## config.mk

```make
export PLATFORM = sky130hd
export DESIGN_NAME = alu_issue_ctrl
export DESIGN_NICKNAME = d
export VERILOG_FILES = /design/src/rtl/alu_issue_ctrl.sv
export SDC_FILE = /design/constraint.sdc
export NUM_CORES = 1
export LEC_CHECK = 0
export ABC_AREA = 1
export CAP_MARGIN = 40
export CORE_MARGIN = 5
export CORE_UTILIZATION = 40
export DETAILED_ROUTE_END_ITERATION = 7
export GPL_TIMING_DRIVEN = 0
export PLACE_DENSITY = 0.76
export SYNTH_ARGS = -nofsm -noshare
export SYNTH_HDL_FRONTEND = slang
export SYNTH_SLANG_ARGS = --single-unit
export TNS_END_PERCENT = 50
```

## constraint.sdc

```tcl
create_clock -name clk -period 3.7 [get_ports clk]
set_input_delay 0.74 -clock clk [delete_from_list [all_inputs] [get_ports clk]]
set_output_delay 0.74 -clock clk [all_outputs]
set_load 0.02 [all_outputs]
```

## src/rtl/alu_issue_ctrl.sv

```systemverilog
// -----------------------------------------------------------------------------
// alu_issue_ctrl
//
// Issue controller for a single-issue ARM-style ALU. It accepts one operation,
// drives an external combinational ALU for exactly one cycle and evaluates the
// condition code. It updates the NZCV flag register and hands the result to the
// register file over a valid/ready write-back port.
//
// Configuration macro:
//   ALU_COND_EXEC_EN  defined   -> issue_cond is evaluated against nzcv;
//                                  failing ops pulse 'skipped'.
//                     undefined -> issue_cond is ignored, every op runs as AL,
//                                  and 'skipped' is tied low.
//
// Ports:
//   clk, reset            clock (rising edge), asynchronous active-low reset
//   issue_valid/ready     issue handshake (ready only while IDLE)
//   issue_opcode/cond/s   ARM data-processing opcode, condition, S bit
//   issue_rd              destination register index (RD_W bits)
//   issue_op_a/op_b       operands; issue_shift_c = shifter carry-out
//   alu_a/b/control/cin   to the external ALU; zero outside EXEC
//   alu_result/alu_nzcv   from the external ALU (same cycle)
//   wb_valid/ready        register-file write handshake; wb_rd, wb_data payload
//   nzcv                  flag register {N,Z,C,V}
//   flush                 one-cycle pulse after a write-back to R15
//   skipped               one-cycle pulse after an op whose condition failed
//   busy                  high in EXEC and WB
// -----------------------------------------------------------------------------
module alu_issue_ctrl #(
   parameter int RD_W = 4
) (
   input  logic            clk,
   input  logic            reset,
   input  logic            issue_valid,
   output logic            issue_ready,
   input  logic [3:0]      issue_opcode,
   input  logic [3:0]      issue_cond,
   input  logic            issue_s,
   input  logic [RD_W-1:0] issue_rd,
   input  logic [31:0]     issue_op_a,
   input  logic [31:0]     issue_op_b,
   input  logic            issue_shift_c,
   output logic [31:0]     alu_a,
   output logic [31:0]     alu_b,
   output logic [3:0]      alu_control,
   output logic            alu_cin,
   input  logic [31:0]     alu_result,
   input  logic [3:0]      alu_nzcv,
   output logic            wb_valid,
   input  logic            wb_ready,
   output logic [RD_W-1:0] wb_rd,
   output logic [31:0]     wb_data,
   output logic [3:0]      nzcv,
   output logic            flush,
   output logic            skipped,
   output logic            busy
);

   typedef enum logic [1:0] {IDLE, EXEC, WB} state_t;

   state_t          state_reg, state_next;

   logic [3:0]      opcode_reg;
   logic            s_reg;
   logic [RD_W-1:0] rd_reg;
   logic [31:0]     op_a_reg;
   logic [31:0]     op_b_reg;
   logic            shift_c_reg;
   logic [3:0]      nzcv_reg;
   logic [RD_W-1:0] wb_rd_reg;
   logic [31:0]     wb_data_reg;
   logic            flush_reg;

   logic            cond_pass;
   logic            is_test;
   logic            is_logic;
   logic            flag_update;
   logic [3:0]      nzcv_next;

   // TST/TEQ/CMP/CMN (8..11) only set flags; they never write back.
   assign is_test  = (opcode_reg[3:2] == 2'b10);
   // Logical ops take C from the shifter and leave V alone.
   assign is_logic = (opcode_reg[3:1] == 3'b000) ||
                     (opcode_reg[3:1] == 3'b100) ||
                     (opcode_reg[3:2] == 2'b11);
   assign flag_update = s_reg || is_test;
   assign nzcv_next   = is_logic ? {alu_nzcv[3], alu_nzcv[2], shift_c_reg, nzcv_reg[0]}
                                 : alu_nzcv;

`ifdef ALU_COND_EXEC_EN
   logic [3:0] cond_reg;
   logic       skipped_reg;

   always_comb begin
      logic n, z, c, v;
      n = nzcv_reg[3];
      z = nzcv_reg[2];
      c = nzcv_reg[1];
      v = nzcv_reg[0];
      cond_pass = 1'b0;
      case (cond_reg)
         4'd0:    cond_pass = z;
         4'd1:    cond_pass = !z;
         4'd2:    cond_pass = c;
         4'd3:    cond_pass = !c;
         4'd4:    cond_pass = n;
         4'd5:    cond_pass = !n;
         4'd6:    cond_pass = v;
         4'd7:    cond_pass = !v;
         4'd8:    cond_pass = c && !z;
         4'd9:    cond_pass = !c || z;
         4'd10:   cond_pass = (n == v);
         4'd11:   cond_pass = (n != v);
         4'd12:   cond_pass = !z && (n == v);
         4'd13:   cond_pass = z || (n != v);
         4'd14:   cond_pass = 1'b1;
         default: cond_pass = 1'b0;
      endcase
   end

   always_ff @(posedge clk or negedge reset) begin
      if (!reset) begin
         cond_reg    <= 4'd0;
         skipped_reg <= 1'b0;
      end else begin
         if (state_reg == IDLE && issue_valid)
            cond_reg <= issue_cond;
         skipped_reg <= (state_reg == EXEC) && !cond_pass;
      end
   end

   assign skipped = skipped_reg;
`else
   // Condition field has no effect in this build.
   logic unused_cond;
   assign unused_cond = ^issue_cond;
   assign cond_pass   = 1'b1;
   assign skipped     = 1'b0;
`endif

   // State register
   always_ff @(posedge clk or negedge reset) begin
      if (!reset)
         state_reg <= IDLE;
      else
         state_reg <= state_next;
   end

   // Next state and state-decoded outputs
   always_comb begin
      state_next  = state_reg;
      issue_ready = 1'b0;
      busy        = 1'b0;
      wb_valid    = 1'b0;
      alu_a       = 32'd0;
      alu_b       = 32'd0;
      alu_control = 4'd0;
      alu_cin     = 1'b0;
      case (state_reg)
         IDLE: begin
            issue_ready = 1'b1;
            if (issue_valid)
               state_next = EXEC;
         end
         EXEC: begin
            busy        = 1'b1;
            alu_a       = op_a_reg;
            alu_b       = op_b_reg;
            alu_control = opcode_reg;
            alu_cin     = nzcv_reg[1];
            if (!cond_pass || is_test)
               state_next = IDLE;
            else
               state_next = WB;
         end
         WB: begin
            busy     = 1'b1;
            wb_valid = 1'b1;
            if (wb_ready)
               state_next = IDLE;
         end
         default: state_next = IDLE;
      endcase
   end

   // Operand latch, flags and write-back payload
   always_ff @(posedge clk or negedge reset) begin
      if (!reset) begin
         opcode_reg  <= 4'd0;
         s_reg       <= 1'b0;
         rd_reg      <= '0;
         op_a_reg    <= 32'd0;
         op_b_reg    <= 32'd0;
         shift_c_reg <= 1'b0;
         nzcv_reg    <= 4'd0;
         wb_rd_reg   <= '0;
         wb_data_reg <= 32'd0;
         flush_reg   <= 1'b0;
      end else begin
         if (state_reg == IDLE && issue_valid) begin
            opcode_reg  <= issue_opcode;
            s_reg       <= issue_s;
            rd_reg      <= issue_rd;
            op_a_reg    <= issue_op_a;
            op_b_reg    <= issue_op_b;
            shift_c_reg <= issue_shift_c;
         end
         if (state_reg == EXEC && cond_pass) begin
            if (flag_update)
               nzcv_reg <= nzcv_next;
            if (!is_test) begin
               wb_data_reg <= alu_result;
               wb_rd_reg   <= rd_reg;
            end
         end
         // A completed write to the PC forces a pipeline flush.
         flush_reg <= (state_reg == WB) && wb_ready && (wb_rd_reg == RD_W'(15));
      end
   end

   assign nzcv    = nzcv_reg;
   assign wb_rd   = wb_rd_reg;
   assign wb_data = wb_data_reg;
   assign flush   = flush_reg;

endmodule

```

# == Word level (Yosys, flattened, before mapping) ==
# Index checks and enable logic that the tools add are counted.
# word_totals
ff_bits,117
latchBits,0
ram_bits,0
rom_bits,0
in_bits,118
output_inout_bits,114
word_cells,47
n_memories,0
# classes
add_sub_neg,0
mul,0
div,0
order_cmp,0
eq_ne,8
n_shift,0
n_mux,12
n_bitwise,2
reduce_logical,13
# op_table
op,n
$mux 32,2
$mux 2,4
$eq 2x2->1 const B,3
$pmux 2 s3,1
$reduce_and 2->1,3
$eq 4x4->1 const B,1
$mux 1,4
$mux 4,1
$ne 2x2->1 const B,2
$eq 3x3->1 const B,1
$logic_and 1x1->1,3
$logic_not 3->1,1
$logic_or 1x1->1,3
$reduce_and 3->1,1
$eq 2x1->1 const B,1
$logic_not 2->1,1
$not 1->1,2
$reduce_or 2->1,1

# == Logic depth before layout (Yosys ltp) ==
# Gate-level depths: netlist of run 1.
# depth
depth_word,5
ltp_mapped,8
mapped_depth_nobuf,7

# == Worst setup path after synthesis of run 1 ==
# No wires, ideal clock.
# synth_timing
kind,register -> output
start,reg state_reg[1]
end,out alu_cin
t_arrival_ns,1.291
required_ns,2.960
setup_slack_ns,1.669
stages_incl_launch_ff,8
path_buffers,3
cell_sequence,dfrtp_1 > inv_1 > ha_1 > buf_2 > buf_2 > buf_2 > nand2_1 > inv_1
# synth_via
elab_chain_len,2
# synth_lines
item,line_no,text
start: declaration,61,"state_t state_reg, state_next;"
start signal: assignment,146,state_reg <= state_next;
$eq 2x1->1,159,case (state_reg)
$mux 1,159,
end: declaration,46,"output logic alu_cin,"
# Every way passes these cells.

# == Final worst setup path of run 1 ==
# layout_timing
start,reg state_reg[1]
end,out alu_b[31]
# layout_via
elab_chain_len,2
# layout_lines
item,line_no,text
$eq 2x1->1,159,
$mux 32,159,
end: declaration,44,"output logic [31:0] alu_b,"
# Every way passes these cells.

==> impl_metrics.env, run 1 <==
export IMPL_status="completed"
export IMPL_criticalPathCategory="reg2out"
export IMPL_fin_crit_ns=3.34
export IMPL_nets=1031
export IMPL_clkTransAtPathRegs_ns=0.05
export IMPL_grt_pass1_wl_mm=24.0
export IMPL_wl_per_cell_um=14.0
export IMPL_maxSlewViolCount=0
export IMPL_route_met3_wl_mm=1.40
export IMPL_track_usage_pct=20.6
export IMPL_portBuffers=226
export IMPL_cap_violations=0
export IMPL_start_util_pct=40.7
export IMPL_cp_end_kind="primary output"
export IMPL_yosys_warnings=0
export IMPL_cp_start_kind="flip-flop"
export IMPL_cts_made_buffers=17
export IMPL_die_area_um2=15200
export IMPL_routed_wl_mm=15.4
export IMPL_hold_buffers=0
export IMPL_synth_area_um2=5140
export IMPL_hpwl_mm=11.3
export IMPL_ys_seq_area_share_pct=56.9
export IMPL_htree_levels=4
export IMPL_syn_to_final_growth_pct=60.7
export IMPL_gp_congestion=0.801
export IMPL_cts_resized_gates=0
export IMPL_r2r_end="op_a_reg[4]$_DFFE_PN0P_"
export IMPL_worstPathRequired_ns=2.96
export IMPL_worstPathMaxFanout=10
export IMPL_fin_area_um2=8260
export IMPL_viasPerCell=4.45
export IMPL_power_per_cell_area_nw_per_um2=899
export IMPL_synthCells=664
export IMPL_antenna_cells=0
export IMPL_dieWidth_um=123
export IMPL_rr_worst_depth=8
export IMPL_vias=4872
export IMPL_worstPathArrival_ns=2.60
export IMPL_syn_num_nets=785
export IMPL_cts_setup_buffers=0
export IMPL_die_y_um=123
export IMPL_grt_max_degree=68
export IMPL_fmax_mhz=299
export IMPL_worstSkewPairLatency_ns=0.41
export IMPL_drt_first_pass_iters=4
export IMPL_ioPinCount=232
export IMPL_cts_sinks=117
export IMPL_p_leak_uw=0.00453
export IMPL_maxUsedRoutingLayer="met4"
export IMPL_cts_tree="done"
export IMPL_tns_ns=0
export IMPL_fin_crit_sh_pct=90.4
export IMPL_drive_gt1_share_pct=6.83
export IMPL_dpl_instance_area_um2=7650
export IMPL_ys_types=16
export IMPL_irDropWorstVdd_mv=0.358
export IMPL_first_iter_violations=333
export IMPL_fill_cells=1132
export IMPL_drc=0
export IMPL_place_ws_ns=0.737
export IMPL_met1_length_mm=6.32
export IMPL_holdWs_ns=0.268
export IMPL_setup_ws_ns=0.357
export IMPL_ys_seq_elements=117
export IMPL_overflow=0
export IMPL_root_buffer="clkbuf_16"
export IMPL_clock_skew_ns=0.00470
export IMPL_grt_pass1_vias=4845
export IMPL_rows=41
export IMPL_power_uw=7430
export IMPL_met2WireLength_mm=7.37
export IMPL_antenna_found_initial=0
export IMPL_worst_r2r_setup_slack_ns=2.04
export IMPL_ant_nets=0
export IMPL_core_area_um2=12600
export IMPL_final_hold_viol_count=0
export IMPL_setup_violations=0
export IMPL_clockBufferDepth=2
export IMPL_worstReg2RegStart="state_reg[0]$_DFFE_PN0P_"
export IMPL_avgSynthCellArea_um2=7.74
export IMPL_hold_path_class="in2async"
export IMPL_grt_setup_unrepaired="no"
## worst max path at each step
stage,start,to,slack (ns),cells after the start
global placement,reset,op_a_reg[20]$_DFFE_PN0P_,-2.79,1
CTS,state_reg[1]$_DFFE_PN0P_,alu_b[31],0.29,8
floorplan,state_reg[1]$_DFFE_PN0P_,alu_cin,1.67,7
global route,state_reg[1]$_DFFE_PN0P_,alu_b[31],0.17,8
finish,state_reg[1]$_DFFE_PN0P_,alu_b[31],0.36,8
detailed placement,state_reg[1]$_DFFE_PN0P_,alu_a[14],0.74,8
## cell families (layout without fill, tap and decap cells)
family	after synthesis	after routing	share of synthesized area, %
flip-flops	117	117	56.9
other	1	1	0.0729
AND/OR/NAND/NOR	419	419	31.9
AO/OA/AOI/OAI	9	9	0.876
buffers and inverters	115	374	9.52
adder cells (fa/ha/maj)	3	3	0.730
## per-layer routing
layer / vias to the layer above / global-route usage, %
met5: - / 0
met4: 0 / 6.99
met2: 178 / 33.2
li1: 2456 / -
met1: 2216 / 25.8
met3: 22 / 7.41
## critical path: stages, from the launching register on
cell and delay [ns]:
dfrtp_1 0.39, inv_1 0.09, ha_1 0.14, buf_2 0.22, buf_2 0.28, buf_2 0.31
nand2_1 0.08, inv_1 0.06, clkdlybuf4s50_1 0.63
## cell usage after synthesis (all sizes together)
library cell    n  area share, %
buf            27            3.1
inv            80            5.8
nand4           2           0.24
o21ai           9           0.88
ha              3           0.73
conb            1          0.073
nor2            1          0.073
nand2         378             28
nand3          38            3.7
dfrtp         117             57
clkbuf          8           0.58
## where the power goes
part | switching [uW] | leakage [uW] | internal [uW]
Sequential | 339 | 0.00145 | 1900
Clock | 563 | 0.000304 | 1160
Combinational | 2000 | 0.00277 | 1480
Total | 2900 | 0.00453 | 4530
## area by class of cell
| class | count | area, um^2 | share of cell area [%] |
|---|---|---|---|
| flip-flops and latches | 117 | 2930 | 35.4 |
| multi-input cells | 432 | 1720 | 20.9 |
| well taps | 172 | 215 | 2.60 |
| repair buffers | 227 | 2290 | 27.7 |
| inverters | 80 | 300 | 3.63 |
| plain buffers | 35 | 189 | 2.29 |
| clock buffers | 22 | 464 | 5.62 |
| clock inverters | 10 | 153 | 1.85 |
## metrics by stage
step / cells / util, %
3_5_place_dp: 1063 / 60.6
5_1_grt: 1095 / 65.5
4_1_cts: 1095 / 65.5
3_3_place_gp: 1062 / 60.4
6_report: 1095 / 65.5
2_1_floorplan: 664 / -
## cells in the final DEF (no fill, tap or decap), drive strengths merged, types with 2 or more instances in the layout
cell	count
buf	29
bufinv	4
clkbuf	30
clkdlybuf4s50	225
clkinv	5
dfrtp	117
ha	3
inv	80
nand2	378
nand3	38
nand4	2
o21ai	9
No activity file was read; power rests on OpenSTA's default activity.
==> run 2, diff against run 1 <==
--- a/config.mk
+++ b/config.mk
@@ -7,7 +7,7 @@
 export LEC_CHECK = 0
 export ABC_AREA = 1
 export CAP_MARGIN = 40
-export CORE_MARGIN = 5
+export CORE_MARGIN = 2
 export CORE_UTILIZATION = 40
 export DETAILED_ROUTE_END_ITERATION = 7
 export GPL_TIMING_DRIVEN = 0
==> impl_metrics.env, run 2 (same netlist as run 1, synthesis figures left out) <==
export IMPL_worstSkewPairLatency_ns=0.40
export IMPL_power_uw=7500
export IMPL_cp_start_kind="flip-flop"
export IMPL_core_area_um2=12600
export IMPL_hpwl_mm=10.5
export IMPL_worstReg2RegStart="state_reg[1]$_DFFE_PN0P_"
export IMPL_grt_setup_unrepaired="no"
export IMPL_worstPathArrival_ns=2.59
export IMPL_holdWs_ns=0.216
export IMPL_syn_to_final_growth_pct=61.4
export IMPL_worstPathRequired_ns=2.96
export IMPL_critPathBufInv=6
export IMPL_ioPinCount=232
export IMPL_wl_per_cell_um=13.6
export IMPL_max_stage_delay_ns=0.62
export IMPL_power_per_cell_area_nw_per_um2=904
export IMPL_root_buffer="clkbuf_16"
export IMPL_crit_chain="inv_1, ha_1, buf_2, buf_2, buf_2, nand2_1, inv_1, clkdlybuf4s50_1"
export IMPL_p_leak_uw=0.00455
export IMPL_cts_made_buffers=17
export IMPL_start_util_pct=40.9
export IMPL_clock_skew_ns=0.00547
export IMPL_final_hold_viol_count=0
export IMPL_setup_worst_path_start="state_reg[1]$_DFFE_PN0P_"
export IMPL_crit_family="buffers and inverters"
export IMPL_relSlewSlack_pct=65.8
export IMPL_portBuffers=226
export IMPL_regArea_um2=2930
export IMPL_overflow=0
export IMPL_cts_tree="done"
export IMPL_final_common_cell="nand2_1"
export IMPL_fin_crit_sh_pct=90.0
export IMPL_layout_common_cells="nand2_1, clkdlybuf4s50_1, dfrtp_1, inv_1, nand3_1"
export IMPL_hold_buffers=0
export IMPL_viasPerCell=4.50
export IMPL_grt_pass1_vias=4800
export IMPL_crit_end="alu_a[31]"
export IMPL_hold_path_class="in2async"
export IMPL_rr_worst_depth=8
export IMPL_first_iter_violations=282
export IMPL_grt_max_degree=86
export IMPL_cp_end_kind="primary output"
export IMPL_setup_violations=0
export IMPL_cts_resized_gates=0
export IMPL_irDropWorstVdd_mv=0.434
export IMPL_cap_violations=0
export IMPL_rows=41
export IMPL_criticalPathCategory="reg2out"
export IMPL_worstPathMaxFanout=10
export IMPL_ant_nets=0
export IMPL_fmax_mhz=300
export IMPL_drive_gt1_share_pct=6.93
export IMPL_drt_first_pass_iters=5
export IMPL_maxSlewViolCount=0
export IMPL_drc=0
export IMPL_nets=1031
export IMPL_setup_ws_ns=0.371
export IMPL_cts_setup_buffers=0
export IMPL_cts_sinks=117
export IMPL_tightest_slew_ns=0.513
export IMPL_die_y_um=117
export IMPL_cp_num_cells=8
export IMPL_routed_wl_mm=14.9
export IMPL_fin_crit_ns=3.33
export IMPL_antenna_cells=0
export IMPL_path_common_cell="buf_2"
export IMPL_clockBufferDepth=2
export IMPL_worst_r2r_setup_slack_ns=2.04
export IMPL_tns_ns=0
export IMPL_antenna_found_initial=0
export IMPL_status="completed"
export IMPL_r2r_end="op_a_reg[3]$_DFFE_PN0P_"
export IMPL_vias=4926
export IMPL_htree_levels=4
export IMPL_cp_slowest_cell="clkdlybuf4s50_1"
export IMPL_die_area_um2=13800
export IMPL_clkTransAtPathRegs_ns=0.05
export IMPL_grt_pass1_wl_mm=24.7
export IMPL_fill_cells=1080
export IMPL_dieWidth_um=117
export IMPL_place_ws_ns=0.746
export IMPL_track_usage_pct=22.5
export IMPL_gp_congestion=0.783
export IMPL_multi_input_area_um2=1720
run 2: cell types whose count changed in the layout (fill, tap and decap cells not counted), sizes merged:
cell / previous run / this run
bufinv: 4 / 5
clkinvlp: 1 / 0
run 2: stage by stage:
| step | cells | utilization (%) | instance area, um^2 |
|---|---|---|---|
| floorplan | 664 | - | 5140 |
| global placement | 1062 | 60.6 | 7620 |
| detailed placement | 1063 | 60.8 | 7650 |
| CTS | 1095 | 66.0 | 8300 |
| global route | 1095 | 66.0 | 8300 |
| finish | 1095 | 66.0 | 8300 |
run 2: worst min-delay path by stage:
stage          slack [ns]                    start  depth (start not counted)                      end
3_3_place_gp         0.45  wb_data[31]$_DFFE_PN0P_                          2  wb_data[31]$_DFFE_PN0P_
5_1_grt              0.23                    reset                          1  op_a_reg[0]$_DFFE_PN0P_
3_5_place_dp         0.46  wb_data[13]$_DFFE_PN0P_                          2  wb_data[13]$_DFFE_PN0P_
2_1_floorplan        0.44                    reset                          0          flush$_DFF_PN0_
4_1_cts              0.21                    reset                          1  op_a_reg[0]$_DFFE_PN0P_
6_report             0.22                    reset                          1  op_a_reg[0]$_DFFE_PN0P_
run 2: worst register-to-register path: stages (launching register included):
cell and delay [ns]:
dfrtp_1 0.40, inv_1 0.09, ha_1 0.20, nand2_2 0.16, inv_2 0.17, buf_4 0.19
buf_2 0.24, nand2_1 0.08, nand2_1 0.07
run 2: cell type report:
type,count,area share [%]
Clock buffer,22,5.72
Sequential cell,117,35.3
Multi-Input combinational cell,432,20.8
Clock inverter,10,2.11
Inverter,80,3.62
Tap cell,172,2.59
Buffer,35,2.28
Timing Repair Buffer,227,27.6
run 2: where the power goes:
group | total (uW) | switching (uW) | internal (uW)
clock network | 1790 | 551 | 1240
registers | 2230 | 332 | 1900
logic | 3480 | 2000 | 1480
run 2: routing by layer:
metal	vias up	GRT usage (%)	wire, um
li1	2442	-	-
met1	2293	28.5	6420
met2	173	37.1	7130
met3	18	7.30	1100
met4	0	6.25	217
met5	-	0	0
